<file path="config.mk">
export PLATFORM = sky130hd
export DESIGN_NAME = instr_buffer
export DESIGN_NICKNAME = d
export VERILOG_FILES = /design/src/rtl/cpu_pkg.sv /design/src/rtl/ibuf_mem.sv /design/src/rtl/instr_buffer.sv
export SDC_FILE = /design/constraint.sdc
export NUM_CORES = 1
export LEC_CHECK = 0
export BUFFER_PORTS_ARGS = -buffer_cell sky130_fd_sc_hd__buf_2
export CORE_UTILIZATION = 57
export CTS_CLUSTER_SIZE = 20
export DETAILED_ROUTE_END_ITERATION = 10
export PLACE_DENSITY = 0.81
export REMOVE_ABC_BUFFERS = 1
export SLEW_MARGIN = 5
export SYNTH_ARGS = -nofsm -noshare
export SYNTH_HDL_FRONTEND = slang
export SYNTH_HIERARCHICAL = 1
export SYNTH_SLANG_ARGS = --single-unit
export TNS_END_PERCENT = 10
</file>
<file path="constraint.sdc">
create_clock -name clk -period 6.83 [get_ports clk]
set_input_delay 0.3415 -clock clk [delete_from_list [all_inputs] [get_ports clk]]
set_output_delay 0.3415 -clock clk [all_outputs]
set_load 0.03 [all_outputs]
</file>
<file path="src/rtl/cpu_pkg.sv">
// Shared CPU constants: NOP encoding, default datapath widths and the
// pointer-width helper used by the queueing stages.
package cpu_pkg;

  localparam logic [31:0] INSTR_NOP      = 32'h0000_0000;
  localparam int          DEFAULT_DATA_W = 32;
  localparam int          DEFAULT_PC_W   = 32;
  localparam int          DEFAULT_DEPTH  = 4;

  // A single-entry queue still needs a 1-bit pointer, so never return 0.
  function automatic int ptr_width(input int depth);
    return (depth > 1) ? $clog2(depth) : 1;
  endfunction

  localparam int DEFAULT_PTR_W = ptr_width(DEFAULT_DEPTH);

endpackage

</file>
<file path="src/rtl/ibuf_mem.sv">
// Instruction buffer storage: DEPTH words, synchronous write and
// asynchronous read, so the head entry is visible in the same cycle.
module ibuf_mem #(
  parameter int WIDTH = 64,
  parameter int DEPTH = 4,
  parameter int ADDR_W = 2
) (
  input  logic              clk,
  input  logic              we,
  input  logic [ADDR_W-1:0] waddr,
  input  logic [WIDTH-1:0]  wdata,
  input  logic [ADDR_W-1:0] raddr,
  output logic [WIDTH-1:0]  rdata
);

  logic [WIDTH-1:0] r_mem [DEPTH];

  // NOTE: storage has no reset; validity is tracked by the pointers and
  // count, so clearing the array would only cost flops and reset fan-out.
  always_ff @(posedge clk) begin
    if (we) begin
      r_mem[waddr] <= wdata;
    end
  end

  assign rdata = r_mem[raddr];

endmodule

</file>
<file path="src/rtl/instr_buffer.sv">
// DEPTH-entry instruction queue between instruction memory and decode,
// with PC tags, valid/ready handshakes on both sides and redirect flush.
module instr_buffer
  import cpu_pkg::*;
#(
  parameter int DATA_W = DEFAULT_DATA_W,
  parameter int PC_W   = DEFAULT_PC_W,
  parameter int DEPTH  = DEFAULT_DEPTH
) (
  input  logic                       clk,
  input  logic                       rst,
  input  logic                       flush,
  input  logic                       in_valid,
  output logic                       in_ready,
  input  logic [DATA_W-1:0]          in_instr,
  input  logic [PC_W-1:0]            in_pc,
  output logic                       out_valid,
  input  logic                       out_ready,
  output logic [DATA_W-1:0]          out_instr,
  output logic [PC_W-1:0]            out_pc,
  output logic [$clog2(DEPTH):0]     count
);

  localparam int PTR_W   = ptr_width(DEPTH);
  localparam int CNT_W   = $clog2(DEPTH) + 1;
  localparam int ENTRY_W = DATA_W + PC_W;

  logic [PTR_W-1:0]   r_wr_ptr;
  logic [PTR_W-1:0]   r_rd_ptr;
  logic [CNT_W-1:0]   r_count;

  logic               w_push;
  logic               w_pop;
  logic               w_we;
  logic [ENTRY_W-1:0] w_rdata;

  // Ready depends on state only; a pop in the same cycle never frees a slot.
  assign in_ready  = (r_count != CNT_W'(DEPTH));
  assign out_valid = (r_count != '0);
  assign w_push    = in_valid & in_ready;
  assign w_pop     = out_valid & out_ready;
  assign w_we      = w_push & ~flush & rst;

  ibuf_mem #(
    .WIDTH  (ENTRY_W),
    .DEPTH  (DEPTH),
    .ADDR_W (PTR_W)
  ) u_mem (
    .clk   (clk),
    .we    (w_we),
    .waddr (r_wr_ptr),
    .wdata ({in_instr, in_pc}),
    .raddr (r_rd_ptr),
    .rdata (w_rdata)
  );

  // NOTE: state registers use non-blocking assignments so every flop
  // samples pre-edge values regardless of statement order.
  always_ff @(posedge clk) begin
    if (!rst) begin
      r_wr_ptr <= '0;
      r_rd_ptr <= '0;
      r_count  <= '0;
    end else if (flush) begin
      // Redirect: drop everything, including a same-cycle push.
      r_rd_ptr <= r_wr_ptr;
      r_count  <= '0;
    end else begin
      if (w_push) begin
        r_wr_ptr <= r_wr_ptr + PTR_W'(1);
      end
      if (w_pop) begin
        r_rd_ptr <= r_rd_ptr + PTR_W'(1);
      end
      case ({w_push, w_pop})
        2'b10:   r_count <= r_count + CNT_W'(1);
        2'b01:   r_count <= r_count - CNT_W'(1);
        default: r_count <= r_count;
      endcase
    end
  end

  // Empty buffer presents a NOP with a zero PC, like the old IR after reset.
  assign out_instr = out_valid ? w_rdata[ENTRY_W-1:PC_W] : DATA_W'(INSTR_NOP);
  assign out_pc    = out_valid ? w_rdata[PC_W-1:0]       : '0;
  assign count     = r_count;

endmodule

</file>
Yosys cells after proc, flatten, opt, wreduce, memory -nomap -nowiden
Memory sizes are Yosys's and may differ from the RTL's. A register that Yosys moved wholly into a read port is not among the register bits. Index checks and enable logic that the tools add are counted.

Bits in registers: 7. Bits in writable memories: 256. Input bits: 69. Output and inout bits: 69. Word-level logic and storage cells: 31. Memories kept: 1.

Add/subtract/negate cells: 4. Equal/unequal tests: 3. Mux-type cells: 9. Bitwise gates (word level): 6. Reduce and logical (&&, ||, !) cells: 5.

Memory list: u_mem.r_mem (depth 4, bits a word 64, rd ports 1, clocked after Yosys merged registers in 1, wr ports 1, line ibuf_mem.sv:16) `logic [WIDTH-1:0] r_mem [DEPTH];`.

Operators with widths (number): 32-bit 2-to-1 mux (2); 2-bit 2-to-1 mux (4); 3-bit case mux with 2 select lines (1); 2-bit by 1-bit adder with 2-bit output (second input constant) (2); 1-bit AND (4); 2-bit nonzero test (2); 3-bit by 1-bit adder with 3-bit output (second input constant) (1); 3-bit != test (second input constant) (1); 3-bit nonzero test (1); 3-bit by 1-bit subtractor with 3-bit output (second input constant) (1); 2-bit by 1-bit equality test with 1-bit output (second input constant) (1); 2-bit equality test (second input constant) (1); 1-bit 2-to-1 mux (2); 1-bit NOT (2); 2-bit AND reduction (1); 2-bit OR reduction (1).

Logic depth before layout (Yosys ltp)
Gate-level depths: netlist of run 1.

Depth in word-level cells: 6. Mapped depth: 9. Depth with buffers taken out: 9.

Modules after synthesis
The synthesis of run 1 kept the hierarchy.

By module, submodules not included: ibuf_mem (instances 1, cells an instance 338, area an instance 9341.5 sq um, sequential area each 7687.4 sq um); instr_buffer (instances 1, cells an instance 117, area an instance 852.1 sq um, sequential area each 140.1 sq um).

Worst setup path before layout of run 1
OpenSTA, ideal clock, no wires.

Path type: register to register. Start: register r_count[0] (netlist: count[0]). End: memory u_mem.r_mem[0][0], enable pin. Setup time: 578 ps. Arrival time: 5936 ps. Required time: 6252 ps. Slack: 316 ps. Stages on the path, launching flop included: 6. Buffers on the path: 0. Path through: dfxtp_1 -> nor3b_1 -> inv_1 -> nand2_1 -> nor2_1 -> nor3b_1.

Word-level cells in the longest chain between the ends: 6.

RTL lines: start: declaration (line instr_buffer.sv:30) `logic [CNT_W-1:0] r_count;`; start signal: assignment (line instr_buffer.sv:76) `2'b10: r_count <= r_count + CNT_W'(1);`; start signal: assignment (line instr_buffer.sv:77) `2'b01: r_count <= r_count - CNT_W'(1);`; start signal: assignment (line instr_buffer.sv:78) `default: r_count <= r_count;`; 3-bit != test (line instr_buffer.sv:38) `assign in_ready = (r_count != CNT_W'(DEPTH));`; via in_ready (line instr_buffer.sv:14) `output logic in_ready,`; 1-bit AND (line instr_buffer.sv:40) `assign w_push = in_valid & in_ready;`; 1-bit AND (2 in series) (line instr_buffer.sv:42) `assign w_we = w_push & ~flush & rst;`; via w_we (line instr_buffer.sv:34) `logic w_we;`; 1-bit 2-to-1 mux (line ibuf_mem.sv:21) `if (we) begin`; 1-bit 2-to-1 mux (implied by the code) (line ibuf_mem.sv:22) `r_mem[waddr] <= wdata;`; end: declaration (line ibuf_mem.sv:16).

The timed path passes the listed nets, and every way through them passes these cells.

==> impl_summary.txt, run 1 <==
----------------------------------------------------
[Min path]
  Worst hold path stage count ... 1
  Hold/Removal Path Class ... input pin to register
  Beginning of the worst hold path ... in_instr[4]
  Endpoint with the worst hold slack ... u_mem/r_mem[2][36]

[Route]
  DRC violation count after routing ... 0
  Post-detailed-route wirelength per cell ... 21.05 µm
  Routed wire length ... 17,810 µm
  Violation count after the first detailed-route iteration ... 281
  Post-DRT Antenna Nets ... 0
  Router iterations before antenna repair ... 4
  Routed via count divided by cell count ... 5.710
  Detailed-route via count ... 4,831

[Timing]
  Fin Clk Skew ... 0.009345 ns
  Worst hold slack ... 0.03983 ns
  Unrepaired setup endpoints after global routing ... no
  Clock period minus final worst setup slack ... 3.252 ns
  Total negative setup slack ... 0 ns
  Maximum clock frequency ... 0.3075 GHz
  Final Max Slew Viols ... 0
  Actual transition at the worst max-transition pin ... 1.176 ns
  Total count of hold-check failures in the final report ... 0
  Post-route fraction of the period consumed by the critical path ... 47.61%
  Worst-case headroom to the max-slew limit ... 21.60%
  Final setup violating endpoints ... 0

[Pwr]
  Clock power share ... 39.0%
  Switching power as a share of total power ... 21.22%
  Net load switching power ... 0.0007110 W
  Post-layout total power ... 0.003351 W
  Internal portion of total power ... 0.002640 W
  Max IR drop VDD ... 0.0002017 V
  Fraction of power consumed by sequential logic ... 54.0%
  Combinational cell fraction of total power ... 7.0%
  Leakage dissipation ... 4.055 nW
  Power density over the cells ... 284.7 nW/µm²

[Setup path]
  Start-to-end type of the worst setup path ... register to primary output
  Data arrival time of the critical path ... 2.91 ns
  CP required ... 6.49 ns
  Buffers plus inverters on the worst setup path ... 2
  Register-to-register path setup slack ... 4.22 ns
  FF-to-FF End ... count[2]
  Worst r2r src ... count[0]
  Number of cells traversed by the worst register-to-register path ... 8
  Source of the critical timing path ... r_rd_ptr[0]
  Crit-path slowest cell ... buf_4
  Critical-path cell list ... buf_4 -> mux4_1 -> and2_1 -> buf_2
  Crit path max fanout ... 52
  Kind of capture point of the worst setup path ... primary output
  Slowest Stage Delay on Critical Path ... 0.86 ns
  Element type at the critical path start ... register
  Gate family responsible for the most delay along the worst path ... buffers and inverters

[Yosys]
  Multiplexer area fraction after synthesis ... 14.39%
  Fraction of synthesized cell area in xor and xnor cells ... 0.2578%
  Simple-gate area share of the yosys netlist ... 5.278%
  Sequential element share of the synthesized area ... 76.79%
  Top post-synthesis cells by area ... edfxtp_1, mux4_2, and2_1
  Number of synthesized register bits ... 263
  Combinational family with the most area after synthesis ... multiplexers
  Fraction of the mapped netlist area in compound gates ... 0.6014%
  Cells after Synth ... 455
  Average instance area after synthesis ... 22.40 µm²
  Syn. warnings ... 6
  Post-synthesis cell type with the largest combined area ... edfxtp_1
  Adder-cell share of the synthesized area ... 0.3191%
  Area share of the largest cell type after synthesis ... 75.41%
  Mapped Area ... 10,190 µm²
  Count of distinct cell types in the synthesized netlist ... 34

[Clocking]
  CTS clock-pin slew for the worst setup and hold paths ... 0.06 ns
  Worst-Skew Late Latency ... 0.51 ns
  CTS H-tree depth ... 1
  CTS tree ... done
  CTS buffer count ... 27
  Post CTS Setup Buffer Count ... 0
  Post-cts hold buffer count ... 0
  Clock sink count ... 263
  Master cell of the clock root buffer ... clkbuf_16
  Gates resized, CTS repair ... 0
  Clock Path Buffers ... 3

[Floorplan]
  Vert. Die Dim ... 135.7 µm
  Die extent in x ... 135.7 µm
  Initial Util ... 58.73%
  Number of top-level pins ... 138
  Cell Rows ... 48
  Core footprint ... 17,360 µm²
  Full die area ... 18,420 µm²

[Layout]
  Most frequent standard cell in the layout excluding fill and tap cells ... edfxtp_1
  Fillcell total ... 1,123
  Layout Area Growth over Synthesis ... 15.47%
  Cell area after layout ... 11,770 µm²
  Most frequent cells in the layout ... edfxtp_1, buf_2, and2_1
  Final #Nets ... 673
  Number of standard cells in the layout, taps in and fillers out ... 846
  Share of final-layout standard cells stronger than drive strength 1 ... 39.42%

[Global route]
  All-layer global routing usage ... 20.20%
  Vias in the first global route ... 5,228
  First-pass GRT wire length ... 27,950 µm
  Global-route congestion overflow total ... 0
  Initial antenna violation count ... 1
  Pin count of the biggest net entering global routing ... 68

[Place]
  Placer congestion estimate ... 0.6935
  Placement-stage cell area ... 10,980 µm²
  Total placed cells including tap cells ... 798
  Count of input and output buffers ... 137
  Final HPWL DP ... 9818 µm

[Flow run]
  Max-Cap Viols ... 0

[Outcome]
  Status ... complete, no violations

----------------------------------------------------
==> power by group through the flow <==
stage	registers, W	clock network [W]	logic, W
floorplan	0.00185	0	0.000147
global placement	0.00184	0	0.000230
detailed placement	0.00184	0	0.000236
CTS	0.00181	0.00134	0.000237
global route	0.00181	0.00139	0.000251
finish	0.00181	0.00131	0.000233
==> per-stage QoR <==
stage	util (%)	setup slack, ns
after detailed placement	63.25	4.027
after global placement	63.25	4.040
after global routing	67.78	3.327
after CTS	67.78	3.470
final	67.81	3.578
after floorplan	-	0.3158
==> state kept, by name (all words and copies together) (netlist names) <==
register / count
u_mem/r_mem: 256
count: 3
r_rd_ptr: 2
r_wr_ptr: 2
==> worst register-to-register path: stages (launching register included) <==
cell and delay (ns):
dfxtp_1 0.42, or3_4 0.59, and2_4 0.28, ha_1 0.19, inv_1 0.06, fa_1 0.37, xor2_1 0.15, or3_1 0.31
a21oi_1 0.15
==> metal layers <==
| metal | track usage (%) | vias to the layer above | part of all wire, % |
|---|---|---|---|
| met4 | 4.869 | 0 | 1.8 |
| met3 | 4.190 | 31 | 5.8 |
| met5 | 0 | - | 0 |
| li1 | - | 2150 | - |
| met2 | 34.67 | 155 | 52 |
| met1 | 26.60 | 2495 | 41 |
==> how the worst max path moves through the flow <==
stage	end	slack (ns)	cells after the start
after floorplan	u_mem/r_mem[0][0]	0.32	5
after global placement	out_pc[2]	4.04	4
after detailed placement	out_pc[2]	4.03	4
after CTS	out_pc[2]	3.47	4
after global routing	out_pc[2]	3.33	4
final	out_pc[2]	3.58	4
==> cell type report <==
cell class	instances	area, µm²	share of cell area [%]
Antenna cell	2	5.005	0.04252
Clock buffer	29	683.2	5.804
Clock inverter	17	103.9	0.8823
Inverter	5	18.77	0.1595
Multi-Input combinational cell	166	2142	18.20
Sequential cell	263	7835	66.57
Tap cell	225	281.5	2.392
Timing Repair Buffer	139	700.7	5.953
==> cells by family after synthesis <==
| group | count (synthesis) |
|---|---|
| multiplexers | 65 |
| AND/OR/NAND/NOR | 87 |
| AO/OA/AOI/OAI | 9 |
| buffers and inverters | 26 |
| XOR/XNOR | 3 |
| adder cells (fa/ha/maj) | 2 |
| flip-flops | 263 |
==> synthesized netlist by cell type <==
cell type  count
xor2_1         3
and2_1        64
nand3b_1       1
and3_1         2
a21boi_0       1
mux4_2        60
inv_1          5
o31ai_1        1
or4_1          1
or3_4          1
clkbuf_1       3
ha_1           1
or3_1          1
fa_1           1
buf_12         6
nand2_1        4
mux2i_1        1
o311ai_0       1
mux4_1         4
buf_2          6
nor3b_1        2
nor2_1         5
o21ai_0        2
nand2b_1       1
dfxtp_1        7
buf_6          5
nand3_1        1
clkbuf_2       1
nand4_1        1
a21oi_1        3
and3b_1        2
o211ai_2       1
and2_4         1
edfxtp_1     256
Power figures use the tool's default switching activity.
==> inputs of run 2 (changes only) <==
- clock period: 6.83 -> 3.03 ns (I/O delays scaled with it)
==> run 2 against run 1 <==
Compared with the run above: worst setup slack worse by 3.2 ns; sequential cell count unchanged; global-route usage is 1.6 points higher; non-clock buffer count is 77 higher; critical endpoint is now out_instr[9].
==> impl_summary.txt, run 2 (synthesis results as in run 1) <==
----------------------------------------------------
[Layout]
  Max FFs per register ... 256 (unchanged)
  Layout Area Growth over Synthesis ... 23.90%
  Most frequent standard cell in the layout excluding fill and tap cells ... edfxtp_1
  Top register by number of flip-flops ... u_mem/r_mem
  Cell area after layout ... 12,630 µm² (+7.3%)
  Share of final-layout standard cells stronger than drive strength 1 ... 36.59% (-2.8 points)
  Number of standard cells in the layout, taps in and fillers out ... 923 (+9.1%)
  Most frequent cells in the layout ... edfxtp_1, buf_2, dlygate4sd3_1
  Final #Nets ... 749 (+11%)

[Timing]
  Setup WS post-layout ... 0.4108 ns (-3.167 ns)
  Total count of hold-check failures in the final report ... 0 (unchanged)
  Post-route fraction of the period consumed by the critical path ... 86.44%
  Clock period minus final worst setup slack ... 2.619 ns
  Unrepaired setup endpoints after global routing ... no
  Final setup violating endpoints ... 0 (unchanged)
  Final Max Slew Viols ... 0 (unchanged)
  Actual transition at the worst max-transition pin ... 0.6594 ns (-0.5165 ns)
  Worst-case headroom to the max-slew limit ... 56.04% (+34 points)
  Worst hold slack ... 0.06454 ns (+0.02471 ns)
  Fin Clk Skew ... 0.005201 ns (-0.004144 ns)
  Maximum clock frequency ... 0.3818 GHz

[Pwr]
  Combinational cell fraction of total power ... 8.0% (+1.0 points)
  Leakage dissipation ... 4.421 nW (+9.0%)
  Switching power as a share of total power ... 20.82% (-0.39 points)
  Fraction of power consumed by sequential logic ... 52.5% (-1.5 points)
  Max IR drop VDD ... 0.0005311 V (+160%)
  Clock power share ... 39.5% (+0.5 points)
  Internal portion of total power ... 0.006142 W (+130%)
  Power density over the cells ... 614.2 nW/µm² (+120%)
  Net load switching power ... 0.001615 W (+130%)
  Post-layout total power ... 0.007757 W (+130%)

[Route]
  Post-detailed-route wirelength per cell ... 20.84 µm (-0.99%)
  Router iterations before antenna repair ... 4 (unchanged)
  DRC violation count after routing ... 0 (unchanged)
  Violation count after the first detailed-route iteration ... 384 (+37%)
  Routed wire length ... 19,230 µm (+8.0%)
  Uppermost layer routed ... met4
  Wire length on met1 ... 7500 µm (+3.2%)
  Routed via count divided by cell count ... 5.581 (-2.3%)
  Detailed-route via count ... 5,151 (+6.6%)
  Met2 routed WL ... 10,100 µm (+10%)
  Post-DRT Antenna Nets ... 0 (unchanged)
  Met3 wire length ... 1170 µm (+13%)

[Global route]
  First-pass GRT wire length ... 29,640 µm (+6.1%)
  Pin count of the biggest net entering global routing ... 67 (-1.5%)
  Initial antenna violation count ... 0 (-1)
  All-layer global routing usage ... 21.77% (+1.6 points)
  Global-route congestion overflow total ... 0 (unchanged)
  Vias in the first global route ... 5,569 (+6.5%)

[Place]
  Placement-stage cell area ... 11,110 µm² (+1.2%)
  Final HPWL DP ... 11,080 µm (+13%)
  Count of input and output buffers ... 137 (unchanged)
  Total placed cells including tap cells ... 807 (+1.1%)
  Worst setup slack after placement ... 0.6003 ns (-3.427 ns)
  Placer congestion estimate ... 0.7842 (+13%)

[Clocking]
  CTS clock-pin slew for the worst setup and hold paths ... 0.06 ns (about the same)
  Clock sink count ... 263 (unchanged)
  CTS buffer count ... 26 (-3.7%)
  Post-cts hold buffer count ... 68 (+68)
  Post CTS Setup Buffer Count ... 0 (unchanged)
  Clock Path Buffers ... 3 (unchanged)
  Worst-Skew Late Latency ... 0.51 ns (about the same)
  CTS tree ... done
  Gates resized, CTS repair ... 0 (unchanged)
  Master cell of the clock root buffer ... clkbuf_16
  CTS H-tree depth ... 1 (unchanged)

[Setup path]
  Start-to-end type of the worst setup path ... register to primary output
  Gate family responsible for the most delay along the worst path ... flip-flops
  Crit-path slowest cell ... dfxtp_4
  Data arrival time of the critical path ... 2.47 ns (-0.44 ns)
  Kind of capture point of the worst setup path ... primary output
  Number of cells traversed by the worst register-to-register path ... 9 (+1)
  Buffers plus inverters on the worst setup path ... 2 (unchanged)
  CP required ... 2.88 ns (-3.61 ns)
  Crit path max fanout ... 24 (-54%)
  Critical-path cell list ... buf_4 -> mux4_2 -> and2_1 -> buf_2
  Worst r2r src ... count[2]
  Register-to-register path setup slack ... 0.45 ns (-3.77 ns)
  Worst path depth ... 4 (unchanged)
  Source of the critical timing path ... r_rd_ptr[0]
  Slowest Stage Delay on Critical Path ... 0.67 ns (-0.19 ns)
  FF-to-FF End ... count[2]
  Element type at the critical path start ... register
  Timing endpoint of the critical path ... out_instr[9]

[Floorplan]
  Number of top-level pins ... 138 (unchanged)
  Core footprint ... 17,360 µm² (unchanged)
  Full die area ... 18,420 µm² (unchanged)
  Die extent in x ... 135.7 µm (unchanged)
  Vert. Die Dim ... 135.7 µm (unchanged)
  Initial Util ... 58.73% (unchanged)
  Cell Rows ... 48 (unchanged)

[Min path]
  Hold/Removal Path Class ... input pin to register
  Worst hold path stage count ... 3 (+2)
  Beginning of the worst hold path ... in_valid

[Flow run]
  Max-Cap Viols ... 0 (unchanged)

[Outcome]
  Status ... complete, no violations

----------------------------------------------------
[run 2: metal layers]
layer	global-route usage, %	vias to the layer above
met5	0	-
met2	37.98	183
met3	3.629	39
met4	7.116	0
met1	27.93	2622
li1	-	2307
[run 2: power by group through the flow]
stage | Sequential (W) | Clock (W) | Combinational (W)
floorplan | 0.00417 | 0 | 0.000330
global placement | 0.00415 | 0 | 0.000537
detailed placement | 0.00415 | 0 | 0.000553
CTS | 0.00408 | 0.00311 | 0.000627
global route | 0.00408 | 0.00326 | 0.000664
finish | 0.00408 | 0.00306 | 0.000621
[run 2: cell type report]
| class | count | area [µm²] |
|---|---|---|
| Sequential cell | 263 | 7835 |
| Timing Repair Buffer | 216 | 1511 |
| Multi-Input combinational cell | 166 | 2142 |
| Fill cell | 1024 | 4727 |
| Clock inverter | 12 | 82.58 |
| Antenna cell | 1 | 2.502 |
| Tap cell | 225 | 281.5 |
| Inverter | 5 | 18.77 |
| Clock buffer | 35 | 755.7 |
[run 2: how the worst min path moves through the flow]
stage	endpoint	slack, ns
after CTS	r_wr_ptr[0]	0.03
after global routing	r_wr_ptr[0]	0.04
after floorplan	u_mem/r_mem[0][0]	0.25
after global placement	u_mem/r_mem[0][27]	0.36
final	r_wr_ptr[0]	0.06
after detailed placement	u_mem/r_mem[0][27]	0.37
[run 2: tightest hold or removal path: cells and delay by family]
kind / cells / cell delay [ns]
simple gates: 1 / 0.17
buf+inv: 1 / 0.11
mux: 1 / 0.08
[run 2: per-stage QoR]
step | utilization, % | setup TNS (ns)
after CTS | 72.75 | 0
after global routing | 72.75 | 0
after detailed placement | 64.00 | 0
after global placement | 64.00 | 0
final | 72.77 | 0
after floorplan | - | -307.72
==> inputs of run 3 (changes only) <==
==> constraint.sdc (replaced) <==
create_clock -name clk -period 2.6 [get_ports clk]
set_input_delay 0.26 -clock clk [delete_from_list [all_inputs] [get_ports clk]]
set_output_delay 0.26 -clock clk [all_outputs]
set_load 0.03 [all_outputs]
==> run 3 against run 2 <==
Compared with the run above: worst setup slack got worse by 0.32 ns; count of clock-buffer cells in the layout increased by 4; combinational power increased by 19%; core utilization increased by 0.24 points; first-iteration DRC count decreased by 8.3%; sequential share of layout area decreased by 0.20 points; non-clock buffer count unchanged; clock skew increased by 0.010 ns; critical path type unchanged; critical endpoint is now out_instr[19]; largest cell class unchanged.
==> impl_summary.txt, run 3 (synthesis results as in run 1) <==
----------------------------------------------------
[Timing]
  Maximum clock frequency ... 0.3993 GHz
  Total negative setup slack ... 0 ns (unchanged)
  Fin Clk Skew ... 0.01519 ns (+0.009993 ns)
  Unrepaired setup endpoints after global routing ... no
  Total count of hold-check failures in the final report ... 0 (unchanged)
  Final Max Slew Viols ... 0 (unchanged)
  Clock period minus final worst setup slack ... 2.504 ns
  Final setup violating endpoints ... 0 (unchanged)
  Post-route fraction of the period consumed by the critical path ... 96.32%
  Actual transition at the worst max-transition pin ... 0.6739 ns (+0.01443 ns)
  Worst-case headroom to the max-slew limit ... 55.08% (-0.96 points)

[Route]
  Routed wire length ... 19,270 µm (+0.21%)
  Router iterations before antenna repair ... 5 (+1)
  Violation count after the first detailed-route iteration ... 352 (-8.3%)
  Post-DRT Antenna Nets ... 0 (unchanged)
  Detailed-route via count ... 5,174 (+0.45%)
  Routed via count divided by cell count ... 5.594 (+0.23%)
  DRC violation count after routing ... 0 (unchanged)
  Post-detailed-route wirelength per cell ... 20.84 µm (about the same)

[Outcome]
  Status ... complete, no violations

[Setup path]
  CP required ... 2.34 ns (-0.54 ns)
  Kind of capture point of the worst setup path ... primary output
  Element type at the critical path start ... register
  Crit path max fanout ... 14 (-42%)
  Start-to-end type of the worst setup path ... register to primary output
  Data arrival time of the critical path ... 2.24 ns (-0.23 ns)

[Pwr]
  Leakage dissipation ... 4.438 nW (+0.38%)
  Post-layout total power ... 0.009094 W (+17%)
  Max IR drop VDD ... 0.0006007 V (+13%)
  Power density over the cells ... 717.7 nW/µm² (+17%)

[Floorplan]
  Full die area ... 18,420 µm² (unchanged)
  Cell Rows ... 48 (unchanged)
  Die extent in x ... 135.7 µm (unchanged)
  Initial Util ... 58.73% (unchanged)
  Vert. Die Dim ... 135.7 µm (unchanged)
  Core footprint ... 17,360 µm² (unchanged)
  Number of top-level pins ... 138 (unchanged)

[Global route]
  All-layer global routing usage ... 21.31% (-0.46 points)
  Vias in the first global route ... 5,532 (-0.66%)
  Pin count of the biggest net entering global routing ... 67 (unchanged)
  Initial antenna violation count ... 0 (unchanged)
  First-pass GRT wire length ... 29,100 µm (-1.8%)
  Global-route congestion overflow total ... 0 (unchanged)

[Layout]
  Most frequent cells in the layout ... edfxtp_1, buf_2, and2_1, dlygate4sd3_1, mux4_2
  Most frequent standard cell in the layout excluding fill and tap cells ... edfxtp_1
  Top register by number of flip-flops ... u_mem/r_mem
  Layout Area Growth over Synthesis ... 24.30%
  ANT cells ... 0 (-1)
  Max FFs per register ... 256 (unchanged)
  Fillcell total ... 1,031 (+0.68%)
  Share of final-layout standard cells stronger than drive strength 1 ... 37.14% (+0.56 points)
  Final #Nets ... 750 (+0.13%)

[Place]
  Count of input and output buffers ... 137 (unchanged)
  Placer congestion estimate ... 0.8061 (+2.8%)
  Final HPWL DP ... 10,850 µm (-2.1%)

[Flow run]
  Max-Cap Viols ... 0 (unchanged)

[Clocking]
  Clock sink count ... 263 (unchanged)
  Worst-Skew Late Latency ... 0.53 ns (+0.02 ns)
  CTS tree ... done
  CTS clock-pin slew for the worst setup and hold paths ... 0.06 ns (about the same)
  CTS buffer count ... 27 (+3.8%)
  CTS H-tree depth ... 1 (unchanged)
  Master cell of the clock root buffer ... clkbuf_16
  Clock Path Buffers ... 3 (unchanged)

[Min path]
  Hold/Removal Path Class ... input pin to register

----------------------------------------------------
## run 3: changes by cell type in the layout (fill, tap and decap cells not counted), moves of 2 or more
| cell | delta |
|---|---|
| buf_12 | +3 |
| buf_6 | +2 |
| clkbuf_1 | +5 |
| clkinv_1 | -3 |
| dlygate4sd3_1 | -4 |
## run 3: final timing paths
kind               start            end  slack [ns]  cells after the start
max reg2reg     count[2]       count[2]        0.19                      9
min reg2reg     count[2]       count[2]        0.58                      2
min                  rst    r_rd_ptr[1]        0.05                      3
max          r_rd_ptr[0]  out_instr[19]         0.1                      4
## run 3: metal layers
layer | GRT usage, % | part of all wire [%] | up-vias | wire length (µm)
met5 | 0 | 0 | - | 0
li1 | - | - | 2305 | -
met2 | 38.38 | 53 | 167 | 10280
met1 | 26.20 | 39 | 2664 | 7520
met3 | 4.115 | 5.5 | 38 | 1057
met4 | 5.930 | 2.1 | 0 | 414
## run 3: final cells by class
class / count / area (µm²) / share of cell area, %
Sequential cell: 263 / 7835 / 61.83
Multi-Input combinational cell: 166 / 2142 / 16.91
Timing Repair Buffer: 216 / 1546 / 12.20
Clock buffer: 39 / 760.7 / 6.004
Tap cell: 225 / 281.5 / 2.222
Clock inverter: 11 / 86.33 / 0.6813
Inverter: 5 / 18.77 / 0.1481
## run 3: what timing repair did
action	CTS	global route
resized for setup	0	2
hold buffers	64	0
hold endpoints to repair	256	0
setup endpoints to repair	0	7
buffers inserted	0	0
## run 3: power breakdown
part	leakage [nW]	internal [W]	total [W]	switching, W
clock network	0.414	0.00213	0.00362	0.00149
registers	2.37	0.00471	0.00473	0.0000264
logic	1.65	0.000331	0.000741	0.000411
## run 3: per-stage QoR
| stage | hold WS, ns | cells | cell area, µm² | util (%) | setup slack, ns |
|---|---|---|---|---|---|
| after floorplan | 0.3589 | 434 | 9971 | - | -3.914 |
| after global placement | 0.4681 | 811 | 11180 | 64.39 | 0.4936 |
| after detailed placement | 0.4766 | 811 | 11180 | 64.39 | 0.2818 |
| after CTS | 0.02274 | 925 | 12660 | 72.96 | 0.02936 |
| after global routing | 0.04525 | 925 | 12670 | 73.00 | 0.01299 |
| final | 0.05408 | 925 | 12670 | 73.00 | 0.09569 |
## run 3: worst max-delay path, cell delays in order (launching register included)
cell	delay [ns]
dfxtp_4	0.52
buf_6	0.26
mux4_2	0.56
and2_1	0.18
buf_2	0.18
